File: config.mk
export PLATFORM = sky130hd
export DESIGN_NAME = ym3438_lfo_seq
export DESIGN_NICKNAME = d
export VERILOG_FILES = /design/src/rtl/ym3438_lfo_seq.sv
export SDC_FILE = /design/constraint.sdc
export NUM_CORES = 1
export LEC_CHECK = 0
export BUFFER_PORTS_ARGS = -buffer_cell sky130_fd_sc_hd__buf_2
export CAP_MARGIN = 20
export CORE_MARGIN = 1
export CORE_UTILIZATION = 45
export CTS_CLUSTER_SIZE = 20
export DETAILED_ROUTE_END_ITERATION = 7
export GPL_TIMING_DRIVEN = 0
export PLACE_DENSITY = 0.68
export SLEW_MARGIN = 10
export SYNTH_ARGS = -nofsm -noshare
export SYNTH_HDL_FRONTEND = slang
export SYNTH_SLANG_ARGS = --single-unit
File: constraint.sdc
create_clock -name MCLK -period 1.9 [get_ports MCLK]
set_input_delay 0.19 -clock MCLK [delete_from_list [all_inputs] [get_ports MCLK]]
set_output_delay 0.19 -clock MCLK [all_outputs]
set_load 0.02 [all_outputs]
File: src/rtl/ym3438_lfo_seq.sv
// LFO timing sequencer: MCLK phase enables, slot/frame counter, stretched clear,
// and frame-aligned double buffering of the LFO control registers.
module ym3438_lfo_seq #(
  parameter int PHASE_DIV = 6,
  parameter int SLOTS     = 24
) (
  input  logic       MCLK,
  input  logic       IC,
  input  logic       reg21_wr,
  input  logic [7:0] reg21_data,
  input  logic       lfo_wr,
  input  logic [3:0] lfo_data,
  output logic       c1,
  output logic       c2,
  output logic [4:0] slot,
  output logic       fsm_sel23,
  output logic       frame_start,
  output logic       ic_o,
  output logic [7:0] reg_21,
  output logic [3:0] lfo,
  output logic       busy
);

  localparam logic [3:0] PH_LAST   = 4'(PHASE_DIV - 1);
  localparam logic [3:0] C2_A      = 4'(PHASE_DIV / 2);
  localparam logic [3:0] C2_B      = 4'(PHASE_DIV / 2 + 1);
  localparam logic [4:0] SLOT_LAST = 5'(SLOTS - 1);

  typedef enum logic [1:0] {ST_CLEAR, ST_STRETCH, ST_RUN} state_t;

  logic [3:0] r_ph;
  logic [4:0] r_slot;
  state_t     r_state;
  state_t     w_state_nxt;
  logic       w_ph_last;
  logic       w_wrap;

  logic [7:0] r_sh21;
  logic [7:0] r_reg21;
  logic       r_p21;
  logic [3:0] r_shlfo;
  logic [3:0] r_lfo;
  logic       r_plfo;

  assign w_ph_last = (r_ph == PH_LAST);
  assign w_wrap    = w_ph_last && (r_slot == SLOT_LAST);

  always_ff @(posedge MCLK) begin
    if (IC) begin
      r_ph   <= 4'd0;
      r_slot <= 5'd0;
    end else if (w_ph_last) begin
      r_ph   <= 4'd0;
      r_slot <= (r_slot == SLOT_LAST) ? 5'd0 : r_slot + 5'd1;
    end else begin
      r_ph <= r_ph + 4'd1;
    end
  end

  assign c1        = (r_ph == 4'd0) || (r_ph == 4'd1);
  assign c2        = (r_ph == C2_A) || (r_ph == C2_B);
  assign slot      = r_slot;
  assign fsm_sel23 = (r_slot == SLOT_LAST);

  always_ff @(posedge MCLK) begin
    if (IC) begin
      r_state <= ST_CLEAR;
    end else begin
      r_state <= w_state_nxt;
    end
  end

  always_comb begin
    w_state_nxt = r_state;
    case (r_state)
      ST_CLEAR:   w_state_nxt = ST_STRETCH;
      ST_STRETCH: if (w_wrap) w_state_nxt = ST_RUN;
      ST_RUN:     w_state_nxt = ST_RUN;
      default:    w_state_nxt = ST_CLEAR;
    endcase
  end

  // Clear is held until the first full frame after release has elapsed.
  always_comb begin
    ic_o        = 1'b1;
    frame_start = 1'b0;
    if (r_state == ST_RUN) begin
      ic_o        = 1'b0;
      frame_start = (r_slot == 5'd0) && (r_ph == 4'd0);
    end
  end

  // A strobe landing on the wrap edge bypasses the shadow and commits directly.
  always_ff @(posedge MCLK) begin
    if (IC) begin
      r_sh21  <= 8'h00;
      r_reg21 <= 8'h00;
      r_p21   <= 1'b0;
      r_shlfo <= 4'h0;
      r_lfo   <= 4'h0;
      r_plfo  <= 1'b0;
    end else begin
      if (w_wrap) begin
        if (reg21_wr) begin
          r_reg21 <= reg21_data;
          r_p21   <= 1'b0;
        end else if (r_p21) begin
          r_reg21 <= r_sh21;
          r_p21   <= 1'b0;
        end
        if (lfo_wr) begin
          r_lfo  <= lfo_data;
          r_plfo <= 1'b0;
        end else if (r_plfo) begin
          r_lfo  <= r_shlfo;
          r_plfo <= 1'b0;
        end
      end else begin
        if (reg21_wr) begin
          r_sh21 <= reg21_data;
          r_p21  <= 1'b1;
        end
        if (lfo_wr) begin
          r_shlfo <= lfo_data;
          r_plfo  <= 1'b1;
        end
      end
    end
  end

  assign reg_21 = r_reg21;
  assign lfo    = r_lfo;
  assign busy   = r_p21 || r_plfo;

endmodule

# [Word-level counts from Yosys, hierarchy flattened]
# Index checks and enable logic that the tools add are counted.
[totals] input_bits=16 register_bits=37
[op_classes] n_eq_ne=8 bitwise=1 muxes=9 reduce_logical=16 n_addsub=2
[ops] cell="$mux W8" n=2
[ops] cell="$eq A4 B3 Y1 const B" n=2
[ops] cell="$mux W4" n=2
[ops] cell="$reduce_and A2 Y1" n=4
[ops] cell="$pmux W2 S3" n=1
[ops] cell="$add A5 B1 Y5 const B" n=1
[ops] cell="$eq A5 B5 Y1 const B" n=1
[ops] cell="$logic_not A5 Y1" n=1
[ops] cell="$mux W5" n=1
[ops] cell="$add A4 B1 Y4 const B" n=1
[ops] cell="$eq A4 B1 Y1 const B" n=1
[ops] cell="$eq A4 B2 Y1 const B" n=1
[ops] cell="$logic_not A4 Y1" n=1
[ops] cell="$reduce_bool A2 Y1" n=2
[ops] cell="$reduce_or A2 Y1" n=2
[ops] cell="$logic_or A1 B1 Y1" n=3
[ops] cell="$eq A2 B1 Y1 const B" n=1
[ops] cell="$eq A2 B2 Y1 const B" n=1
[ops] cell="$logic_and A1 B1 Y1" n=2
[ops] cell="$logic_not A2 Y1" n=1
[ops] cell="$mux W1" n=2
[ops] cell="$mux W2" n=1
[ops] cell="$ne A2 B2 Y1 const B" n=1
[ops] cell="$not A1 Y1" n=1

# [Depth between registers and ports, before layout]
# Gate-level depths: netlist of the first run.
[depth] depth_word=4 depth_mapped=7 mapped_depth_nobuf=5

# [Least setup slack after synthesis of the first run]
# No wires, ideal clock.
[synth_timing] path_type="register to output" from="register r_ph[0]" to="output frame_start" n_path_buf=0 required_ps=1710 t_arrival_ps=1759 path_stages_with_launch=5 slack_ps=-49 path_cell_list="dfxtp_1 > inv_1 > ha_1 > or4b_2 > nor4_1"
[synth_between] elab_chain_cells=3
[synth_rtl] element="start, declared" line="31" rtl="logic [3:0] r_ph;"
[synth_rtl] element="start signal, assigned" line="56" rtl="r_ph <= r_ph + 4'd1;"
[synth_rtl] element="$logic_not A4 Y1" line="89" rtl="frame_start = (r_slot == 5'd0) && (r_ph == 4'd0);"
[synth_rtl] element="$logic_and A1 B1 Y1" line="89"
[synth_rtl] element="$mux W1" line="87" rtl="if (r_state == ST_RUN) begin"
[synth_rtl] element="end, declared" line="17" rtl="output logic frame_start,"
# No other way between the ends.

# [Final worst setup path of the first run]
[layout_timing] from="register r_ph[1]" to="output frame_start"
# Same word-level chain as after synthesis.

==> summary.txt, run 1 <==
Setup path
  • RR Endpoint: reg_21[7]
  • Critical R2R Launch: r_ph[1]
  • Req. time, crit path: 1710 ps
  • Critical path class: reg2out
  • CP Capture Type: output port
  • Critical Path Start Type: flop
  • Critical path arrival: 1630 ps
  • CP max FO: 2
  • R2r setup slk: 100 ps
  • Worst reg2reg path depth: 8

Route
  • Drt via density: 5.119
  • Drc violations: 0
  • Routed len/inst: 13.21 um
  • Routed Antenna Nets: 0
  • Drt initial violations: 119
  • Vias: 1546
  • Total Wirelength: 3990 um
  • Drt first pass iters: 4

Global route
  • GRT overflow: 0
  • Pin count of the biggest net entering global routing: 13
  • First-pass GRT wire length: 6762 um
  • Initial antenna violation count: 0
  • Total track usage: 0.2070
  • Vias in the first global route: 1474

Timing
  • FMAX: 550.6 MHz
  • Actual slew at the worst max-slew pin: 731.2 ps
  • Count of final setup violators: 0
  • RSZ-0062 raised after global routing: false
  • Fin. Hold Viols: 0
  • Final min period: 1816 ps
  • Relative slew slack: 0.5108
  • Setup ws final: 83.85 ps
  • Clk_skew: 8.171 ps
  • Max Transition Viols Final: 0
  • Final period util: 0.9559

Hold path
  • Hold Path End: r_sh21[2]
  • Hold wc startpoint: reg21_data[2]
  • Hold depth: 3
  • Hold Crit Class: in2reg

Clock tree
  • Maximum clock insertion buffer count: 2
  • Clock transition at the registers of the reported paths: 80 ps
  • Post-CTS Hold Fix Bufs: 0
  • Root buffer cell: clkbuf_8
  • Number of CTS-inserted buffers: 5
  • H-tree levels: 2
  • CTS tree: done
  • Clk sinks: 37
  • Latest clock arrival within the worst-skew pair: 300 ps

Cells and area
  • Syn-to-layout area delta: 22.66%
  • Fillers: 385
  • # diodes: 0
  • Final core utilization: 0.5790
  • Most frequent cells in the layout: 41 x buf_2, 35 x dfxtp_1, 29 x nand2b_1
  • Most common cell after layout, fill and taps aside: buf_2
  • Layout cells sized above 1: 0.3095
  • Nets@finish: 275

Synth
  • Seq/Total Area, Yosys: 0.3923
  • Yosys top cell by area: dfxtp_1
  • Synth Instances: 203
  • Flop and latch count out of synthesis: 37
  • Top cells by area, synth: dfxtp_1 39%, nand2b_1 9.6%, mux2i_1 9.0%, mux2_2 7.2%, ha_1 5.3%
  • Post-synth cell types: 29
  • Synth top area share: 0.3923
  • Syn. warnings: 0
  • Synthesized Nets: 227
  • Syn Std Cell Area: 0.001888 sq mm
  • Mapped Avg Cell Area: 9.301 sq um

Floorplan
  • Effective utilization at floorplan: 0.4720
  • DIE AREA: 0.004459 sq mm
  • Die Y: 66.78 um
  • Row count: 23
  • Core Region: 0.004000 sq mm
  • Horiz. Die Dim: 66.78 um
  • I/O pin total: 39

Power
  • P_leak: 1.003 nW
  • Max VDD drop: 0.5099 mV
  • Tot Pwr: 1.907 mW
  • Pwr/cell area: 823.6 mW/mm^2

Flow run
  • MaxCap Viol Count: 0

Place
  • Pre-CTS WS: 138.0 ps
  • Port buffer count: 37
  • Post-detail-place hpwl: 2801 um
  • Routability cong.: 0.7336

Status
  • Outcome: finished, final reports clean
## state kept, by name, summed over array words and instances, names as in the netlist
register  cells
r_state       2
r_p21         1
r_plfo        1
r_sh21        8
r_ph          4
r_shlfo       4
lfo           4
reg_21        8
slot          5
## cell usage after synthesis, drive strengths merged
cell / instances
clkbuf: 6
ha: 8
a21boi: 3
nor2: 7
a211oi: 12
and3b: 1
or4: 1
or4b: 1
or3: 3
nor3b: 1
mux2i: 17
nand3b: 1
nor4: 13
nand3: 4
nand2: 4
buf: 7
or3b: 1
or2: 1
inv: 21
nand2b: 29
xnor2: 1
a21oi: 4
dfxtp: 37
nand4b: 1
o21ai: 2
nor3: 5
mux2: 12
## where the power goes
| group | switching (mW) | internal [mW] |
|---|---|---|
| Sequential | 0.0286 | 0.824 |
| Clock | 0.289 | 0.394 |
| Combinational | 0.194 | 0.178 |
## critical path, cell delays in order (launching register included)
cell and delay [ps]:
dfxtp_2 330, inv_2 70, ha_4 130, or4b_4 460, nor4_4 160, buf_4 180
## cell families (layout without fill, tap and decap cells)
logic type,Yosys count,in the layout,synth area share
buffers and inverters,34,83,0.07356
XOR/XNOR,1,1,0.004640
AND/OR/NAND/NOR,73,73,0.2372
adder cells (fa/ha/maj),8,8,0.05302
multiplexers,29,29,0.1617
flip-flops,37,37,0.3923
AO/OA/AOI/OAI,21,21,0.07753
## metal layers
| metal | vias up | track usage | share of wire |
|---|---|---|---|
| met5 | - | 0 | 0 |
| met4 | 0 | 0.07979 | 0.019 |
| met3 | 7 | 0.05651 | 0.042 |
| met2 | 34 | 0.3308 | 0.44 |
| met1 | 712 | 0.2620 | 0.49 |
| li1 | 793 | - | - |
## through the flow
| step | cell area (sq um) | instances | hold WS [ps] | TNS [ps] |
|---|---|---|---|---|
| 6_report | 2316 | 302 | 157.3 | 0 |
| 5_1_grt | 2316 | 302 | 160.8 | 0 |
| 4_1_cts | 2313 | 302 | 152.6 | -1.159 |
| 3_5_place_dp | 2142 | 290 | 443.0 | 0 |
| 3_3_place_gp | 2142 | 290 | 445.7 | 0 |
| 2_1_floorplan | 1894 | 203 | 344.7 | 0 |
## how the worst max path moves through the flow
stage | from | end | slack [ps] | cells after the start
finish | r_ph[1] | frame_start | 80 | 5
global route | r_ph[1] | r_sh21[3] | 7 | 8
CTS | r_ph[1] | frame_start | -1 | 5
detailed placement | r_ph[0] | frame_start | 140 | 5
global placement | r_ph[0] | frame_start | 140 | 5
floorplan | r_ph[0] | frame_start | 170 | 4
## what timing repair did
| item | in CTS | in global routing |
|---|---|---|
| pin swaps | 2 | 1 |
| cloned | 0 | 0 |
| resized for setup | 9 | 1 |
| buffers inserted | 4 | 0 |
| endpoints found under the setup margin | 1 | 3 |
## area by class of cell
cell class / count / area (sq um) / area share
clock inverter: 2 / 38.79 / 0.01675
buffer: 13 / 62.56 / 0.02701
tap: 50 / 62.56 / 0.02701
sequential: 37 / 743.2 / 0.3209
timing repair buffer: 41 / 217.7 / 0.09400
clock buffer: 6 / 72.57 / 0.03133
multi-input combinational: 132 / 1040 / 0.4489
inverter: 21 / 78.83 / 0.03404
No activity file was read; power rests on OpenSTA's default activity.
==> run 2, diff against run 1 <==
--- a/config.mk
+++ b/config.mk
@@ -8,11 +8,11 @@
 export BUFFER_PORTS_ARGS = -buffer_cell sky130_fd_sc_hd__buf_2
 export CAP_MARGIN = 20
 export CORE_MARGIN = 1
-export CORE_UTILIZATION = 45
+export CORE_UTILIZATION = 41
+export CTS_BUF_LIST = sky130_fd_sc_hd__clkbuf_16
 export CTS_CLUSTER_SIZE = 20
 export DETAILED_ROUTE_END_ITERATION = 7
 export GPL_TIMING_DRIVEN = 0
-export PLACE_DENSITY = 0.68
 export SLEW_MARGIN = 10
 export SYNTH_ARGS = -nofsm -noshare
 export SYNTH_HDL_FRONTEND = slang
==> constraint.sdc (replaced) <==
create_clock -name MCLK -period 1.84 [get_ports MCLK]
set_input_delay 0.184 -clock MCLK [delete_from_list [all_inputs] [get_ports MCLK]]
set_output_delay 0.184 -clock MCLK [all_outputs]
set_load 0.02 [all_outputs]
==> run 2 against run 1 <==
Combinational power decreased by 4%; wire length increased by 4.9%; total power increased by 6.3%; critical path depth unchanged; register-to-register slack about the same; setup slack got worse by 8.0 ps; flip-flop and latch count unchanged; worst hold slack improved by 21 ps; via count increased by 0.32%; largest power group unchanged.
==> summary.txt, run 2 (synthesis results as in run 1) <==
Route
  • Drc violations: 0 (unchanged)
  • Drt initial violations: 36 (-70%)
  • Drt first pass iters: 4 (unchanged)
  • Routed len/inst: 13.96 um (+5.6%)
  • Vias: 1551 (+0.32%)
  • Routed Antenna Nets: 0 (unchanged)
  • Total Wirelength: 4187 um (+4.9%)
  • Drt via density: 5.170 (+0.99%)

Cells and area
  • Most frequent cells in the layout: 42 x buf_2, 35 x dfxtp_1, 29 x nand2b_1
  • # diodes: 0 (unchanged)
  • Final core utilization: 0.5337 (-0.04530)
  • Layout cells sized above 1: 0.3185 (+0.009025)
  • Fillers: 419 (+8.8%)
  • Most common cell after layout, fill and taps aside: buf_2
  • Syn-to-layout area delta: 23.92%
  • Nets@finish: 273 (-0.73%)

Status
  • Outcome: finished, final reports clean

Global route
  • Pin count of the biggest net entering global routing: 11 (-2)
  • First-pass GRT wire length: 7100 um (+5.0%)
  • M1 GR Usage: 0.2368 (-0.02516)
  • Initial antenna violation count: 0 (unchanged)
  • Routing usage on met3: 0.03896 (-0.01755)
  • GRT overflow: 0 (unchanged)
  • Vias in the first global route: 1484 (+0.68%)
  • Routing usage on met2: 0.3034 (-0.02739)
  • Top Usage Layer GRT: met2
  • Total track usage: 0.1831 (-0.02392)

Setup path
  • Crit path launch: r_ph[1]
  • RR Endpoint: reg_21[3]
  • CP Cell Sequence: inv_2, ha_4, or4b_4, nor4_2, buf_2
  • CP Capture Type: output port
  • Worst reg2reg path depth: 7 (-1)
  • Critical Path Start Type: flop
  • Slowest Stage Delay on Critical Path: 450 ps (about the same)
  • Critical path class: reg2out
  • Req. time, crit path: 1660 ps (-50 ps)
  • CP max FO: 3 (+1)
  • CP max-delay cell: or4b_4
  • R2r setup slk: 110 ps (about the same)
  • Critical path arrival: 1580 ps (-50 ps)
  • Critical R2R Launch: r_ph[1]

Floorplan
  • Die Y: 69.86 um (+4.6%)
  • Effective utilization at floorplan: 0.4307 (-0.04135)
  • Horiz. Die Dim: 69.86 um (+4.6%)
  • Core Region: 0.004384 sq mm (+9.6%)
  • I/O pin total: 39 (unchanged)
  • Row count: 24 (+4.3%)
  • DIE AREA: 0.004880 sq mm (+9.5%)

Timing
  • Actual slew at the worst max-slew pin: 735.2 ps (+3.998 ps)
  • RSZ-0062 raised after global routing: false
  • Relative slew slack: 0.5081 (-0.002675)
  • Max Transition Viols Final: 0 (unchanged)
  • Final min period: 1764 ps
  • Setup ws final: 75.80 ps (-8.048 ps)
  • FMAX: 566.8 MHz
  • Final period util: 0.9588
  • Clk_skew: 5.465 ps (-2.706 ps)
  • Fin. Hold Viols: 0 (unchanged)
  • Count of final setup violators: 0 (unchanged)
  • Fin Setup TNS: 0 ps (unchanged)

Clock tree
  • Latest clock arrival within the worst-skew pair: 280 ps (-20 ps)
  • Root buffer cell: clkbuf_16
  • H-tree levels: 2 (unchanged)
  • Number of CTS-inserted buffers: 5 (unchanged)
  • Maximum clock insertion buffer count: 2 (unchanged)
  • Clock transition at the registers of the reported paths: 60 ps (-20 ps)
  • Post-CTS Hold Fix Bufs: 0 (unchanged)
  • Clk sinks: 37 (unchanged)
  • CTS tree: done

Place
  • Routability cong.: 0.7104 (-3.2%)
  • Pre-CTS WS: 101.0 ps (-36.96 ps)
  • Post-detail-place hpwl: 2939 um (+4.9%)
  • Port buffer count: 37 (unchanged)

Hold path
  • Hold Path End: r_sh21[6]
  • Hold depth: 3 (unchanged)
  • Hold Crit Class: in2reg
  • Hold wc startpoint: reg21_data[6]

Power
  • Pwr/cell area: 866.3 mW/mm^2 (+5.2%)
  • P_leak: 1.003 nW (about the same)
  • Max VDD drop: 0.3498 mV (-31%)

Flow run
  • MaxCap Viol Count: 0 (unchanged)
-- run 2: stage by stage --
| step | total power, mW | std cells | hold WS (ps) | area (sq um) |
|---|---|---|---|---|
| 2_1_floorplan | 1.149 | 203 | 338.7 | 1894 |
| 3_3_place_gp | 1.237 | 292 | 440.6 | 2145 |
| 3_5_place_dp | 1.241 | 292 | 443.9 | 2145 |
| 4_1_cts | 2.043 | 299 | 168.0 | 2290 |
| 5_1_grt | 2.124 | 300 | 186.5 | 2340 |
| 6_report | 2.027 | 300 | 177.9 | 2340 |
-- run 2: critical path: cells and delay by family, from the launching register on --
kind          cells  cell delay, ps
simple gates      2             580
flops             1             330
fa+ha+maj         1             130
buf+inv           2             270
-- run 2: layout make-up --
type	instances	area (sq um)	share of cell area
clock inverter	1	5.005	0.002139
tap	52	65.06	0.02781
timing repair buffer	39	200.2	0.08556
clock buffer	5	125.1	0.05348
multi-input combinational	132	1056	0.4513
sequential	37	745.7	0.3187
inverter	21	78.83	0.03369
buffer	13	63.81	0.02727
-- run 2: worst max-delay path by stage --
stage | cells after the start | slack [ps] | endpoint
after floorplan | 4 | 120 | frame_start
after global placement | 5 | 110 | reg_21[4]
after detailed placement | 7 | 100 | r_sh21[2]
after CTS | 5 | 20 | frame_start
after global routing | 5 | 4 | frame_start
final | 5 | 80 | frame_start
-- run 2: layer usage --
layer  vias up  part of all wire  routed length, um
met5         -                 0                  0
met4         0             0.012                 51
met3         5             0.037                153
met2        26              0.47               1967
met1       733              0.48               2014
li1        787                 -                  -
-- run 2: timing repair --
| action | 4_1_cts | 5_1_grt |
|---|---|---|
| setup endpoints to repair | 1 | 18 |
| setup buffers | 1 | 1 |
| gates resized for setup | 3 | 12 |
| pin swaps | 1 | 0 |
| hold endpoints to repair | 0 | 0 |
-- run 2: power by group --
group          internal [mW]  switching (mW)  total (mW)
logic                  0.168           0.188       0.356
registers              0.852          0.0318       0.884
clock network          0.483           0.303       0.786
total                   1.50           0.523        2.03
==> run 3, diff against run 2 <==
--- a/config.mk
+++ b/config.mk
@@ -7,12 +7,16 @@
 export LEC_CHECK = 0
 export BUFFER_PORTS_ARGS = -buffer_cell sky130_fd_sc_hd__buf_2
 export CAP_MARGIN = 20
+export CELL_PAD_IN_SITES_DETAIL_PLACEMENT = 0
+export CELL_PAD_IN_SITES_GLOBAL_PLACEMENT = 2
 export CORE_MARGIN = 1
-export CORE_UTILIZATION = 41
+export CORE_UTILIZATION = 33
 export CTS_BUF_LIST = sky130_fd_sc_hd__clkbuf_16
-export CTS_CLUSTER_SIZE = 20
+export CTS_CLUSTER_SIZE = 10
 export DETAILED_ROUTE_END_ITERATION = 7
 export GPL_TIMING_DRIVEN = 0
+export PLACE_DENSITY_LB_ADDON = 0.1
+export SETUP_SLACK_MARGIN = 0.5
 export SLEW_MARGIN = 10
 export SYNTH_ARGS = -nofsm -noshare
 export SYNTH_HDL_FRONTEND = slang
==> run 3 against run 2 <==
Worst hold slack worse by 6.1 ps; wire length up 14%; fmax up 0.22%.
==> summary.txt, run 3 (synthesis results as in run 1) <==
Setup path
  • Slowest Stage Delay on Critical Path: 470 ps (+20 ps)
  • Req. time, crit path: 1660 ps (about the same)
  • CP Cell Sequence: inv_4, ha_4, or4b_4, nor4_4, buf_4
  • Worst path bufs/invs: 2 (unchanged)
  • Crit path max-delay family: simple AND/OR/NAND/NOR gates
  • CP Capture Type: output port
  • Critical path class: reg2out
  • CP max-delay cell: or4b_4
  • Critical path arrival: 1580 ps (about the same)
  • CP max FO: 3 (unchanged)
  • Critical Path Start Type: flop

Timing
  • Final period util: 0.9567 (-0.002113)
  • Final min period: 1760 ps (-3.889 ps)
  • Fin. Hold Viols: 0 (unchanged)
  • RSZ-0062 raised after global routing: true
  • Actual slew at the worst max-slew pin: 853.3 ps (+118.2 ps)
  • FMAX: 568.1 MHz (+0.22%)
  • Count of final setup violators: 0 (unchanged)
  • Max Transition Viols Final: 0 (unchanged)
  • Relative slew slack: 0.4290 (-0.07907)
  • Fin Setup TNS: 0 ps (unchanged)
  • Clk_skew: 4.927 ps (-0.5380 ps)

Flow run
  • MaxCap Viol Count: 0 (unchanged)

Route
  • Drt initial violations: 77 (+110%)
  • Routed len/inst: 14.42 um (+3.3%)
  • Drt first pass iters: 4 (unchanged)
  • Total Wirelength: 4786 um (+14%)
  • Routed Antenna Nets: 0 (unchanged)
  • Drt via density: 4.801 (-7.1%)
  • Drc violations: 0 (unchanged)
  • Vias: 1594 (+2.8%)

Hold path
  • Hold Crit Class: in2reg

Clock tree
  • Maximum clock insertion buffer count: 2 (unchanged)
  • Clk sinks: 37 (unchanged)
  • Number of CTS-inserted buffers: 5 (unchanged)
  • Post-CTS Hold Fix Bufs: 0 (unchanged)
  • H-tree levels: 2 (unchanged)
  • CTS tree: done
  • Root buffer cell: clkbuf_16
  • Latest clock arrival within the worst-skew pair: 280 ps (about the same)
  • Clock transition at the registers of the reported paths: 60 ps (about the same)

Power
  • Pwr/cell area: 800.6 mW/mm^2 (-7.6%)
  • P_leak: 1.085 nW (+8.2%)
  • Max VDD drop: 0.3745 mV (+7.1%)

Global route
  • GRT overflow: 0 (unchanged)
  • Total track usage: 0.1764 (-0.006683)
  • Pin count of the biggest net entering global routing: 12 (+1)
  • Vias in the first global route: 1639 (+10%)
  • First-pass GRT wire length: 8135 um (+15%)
  • Initial antenna violation count: 0 (unchanged)

Cells and area
  • Most common cell after layout, fill and taps aside: buf_2
  • Post-route cell area: 0.002666 sq mm (+14%)
  • # diodes: 0 (unchanged)
  • Layout cells sized above 1: 0.4346 (+0.1161)
  • Fillers: 526 (+26%)
  • Nets@finish: 283 (+3.7%)
  • Syn-to-layout area delta: 41.22%
  • Most frequent cells in the layout: 35 x buf_2, 29 x nand2b_1, 29 x dfxtp_1

Floorplan
  • Effective utilization at floorplan: 0.3429 (-0.08777)
  • DIE AREA: 0.006028 sq mm (+24%)
  • Row count: 27 (+13%)
  • Die Y: 77.64 um (+11%)
  • Horiz. Die Dim: 77.64 um (+11%)
  • Core Region: 0.005507 sq mm (+26%)
  • I/O pin total: 39 (unchanged)

Place
  • Post-detail-place hpwl: 3273 um (+11%)
  • Port buffer count: 37 (unchanged)
  • Placed Area: 0.002296 sq mm (+7.1%)
  • Routability cong.: 0.6957 (-2.1%)

Status
  • Outcome: finished, final reports clean
[run 3: timing repair]
item / CTS / global route
resized for setup: 20 / 13
pin swaps: 4 / 1
setup endpoints to repair: 37 / 38
buffers inserted: 11 / 1
[run 3: worst paths after layout]
| path | from | slack [ps] | depth (start not counted) | endpoint |
|---|---|---|---|---|
| max | r_ph[0] | 80 | 5 | frame_start |
| min | reg21_data[6] | 170 | 3 | r_sh21[6] |
| max reg2reg | r_ph[1] | 170 | 6 | reg_21[6] |
| min reg2reg | reg_21[0] | 450 | 2 | reg_21[0] |
[run 3: report_power, final]
group / total (mW) / internal [mW] / switching, mW
registers: 0.885 / 0.852 / 0.0327
logic: 0.436 / 0.214 / 0.222
clock network: 0.814 / 0.490 / 0.324
[run 3: cell type report]
| type | instances | area (sq um) | area share |
|---|---|---|---|
| clock buffers | 5 | 125.1 | 0.04693 |
| flip-flops and latches | 37 | 758.2 | 0.2844 |
| clock inverters | 3 | 12.51 | 0.004693 |
| well taps | 72 | 90.09 | 0.03379 |
| plain buffers | 13 | 101.3 | 0.03801 |
| multi-input cells | 132 | 1200 | 0.4500 |
| repair buffers | 49 | 294.0 | 0.1103 |
| inverters | 21 | 85.08 | 0.03191 |
[run 3: metrics by stage]
| stage | hold slack [ps] | instances | util | power [mW] | worst slack, ps |
|---|---|---|---|---|---|
| floorplan | 338.7 | 203 | - | 1.173 | 336.8 |
| global placement | 444.5 | 312 | 0.4170 | 1.277 | 74.72 |
| detailed placement | 445.9 | 312 | 0.4170 | 1.282 | 102.4 |
| CTS | 167.7 | 331 | 0.4719 | 2.138 | 62.18 |
| global route | 177.9 | 332 | 0.4842 | 2.257 | 13.26 |
| finish | 171.9 | 332 | 0.4842 | 2.135 | 79.69 |
[run 3: per-layer routing]
metal  part of all wire  vias up  track usage
met5                  0        -            0
met4             0.0092        0      0.05094
li1                   -      810            -
met1               0.49      744       0.2314
met2               0.46       35       0.2814
met3              0.036        5      0.04824
[run 3: worst reg2reg max path, delay by kind of cell, from the launching register on]
| family | cells | cell delay (ps) |
|---|---|---|
| simple gates | 2 | 590 |
| flops | 1 | 320 |
| fa+ha+maj | 1 | 200 |
| compound gates | 1 | 230 |
| buf+inv | 2 | 250 |
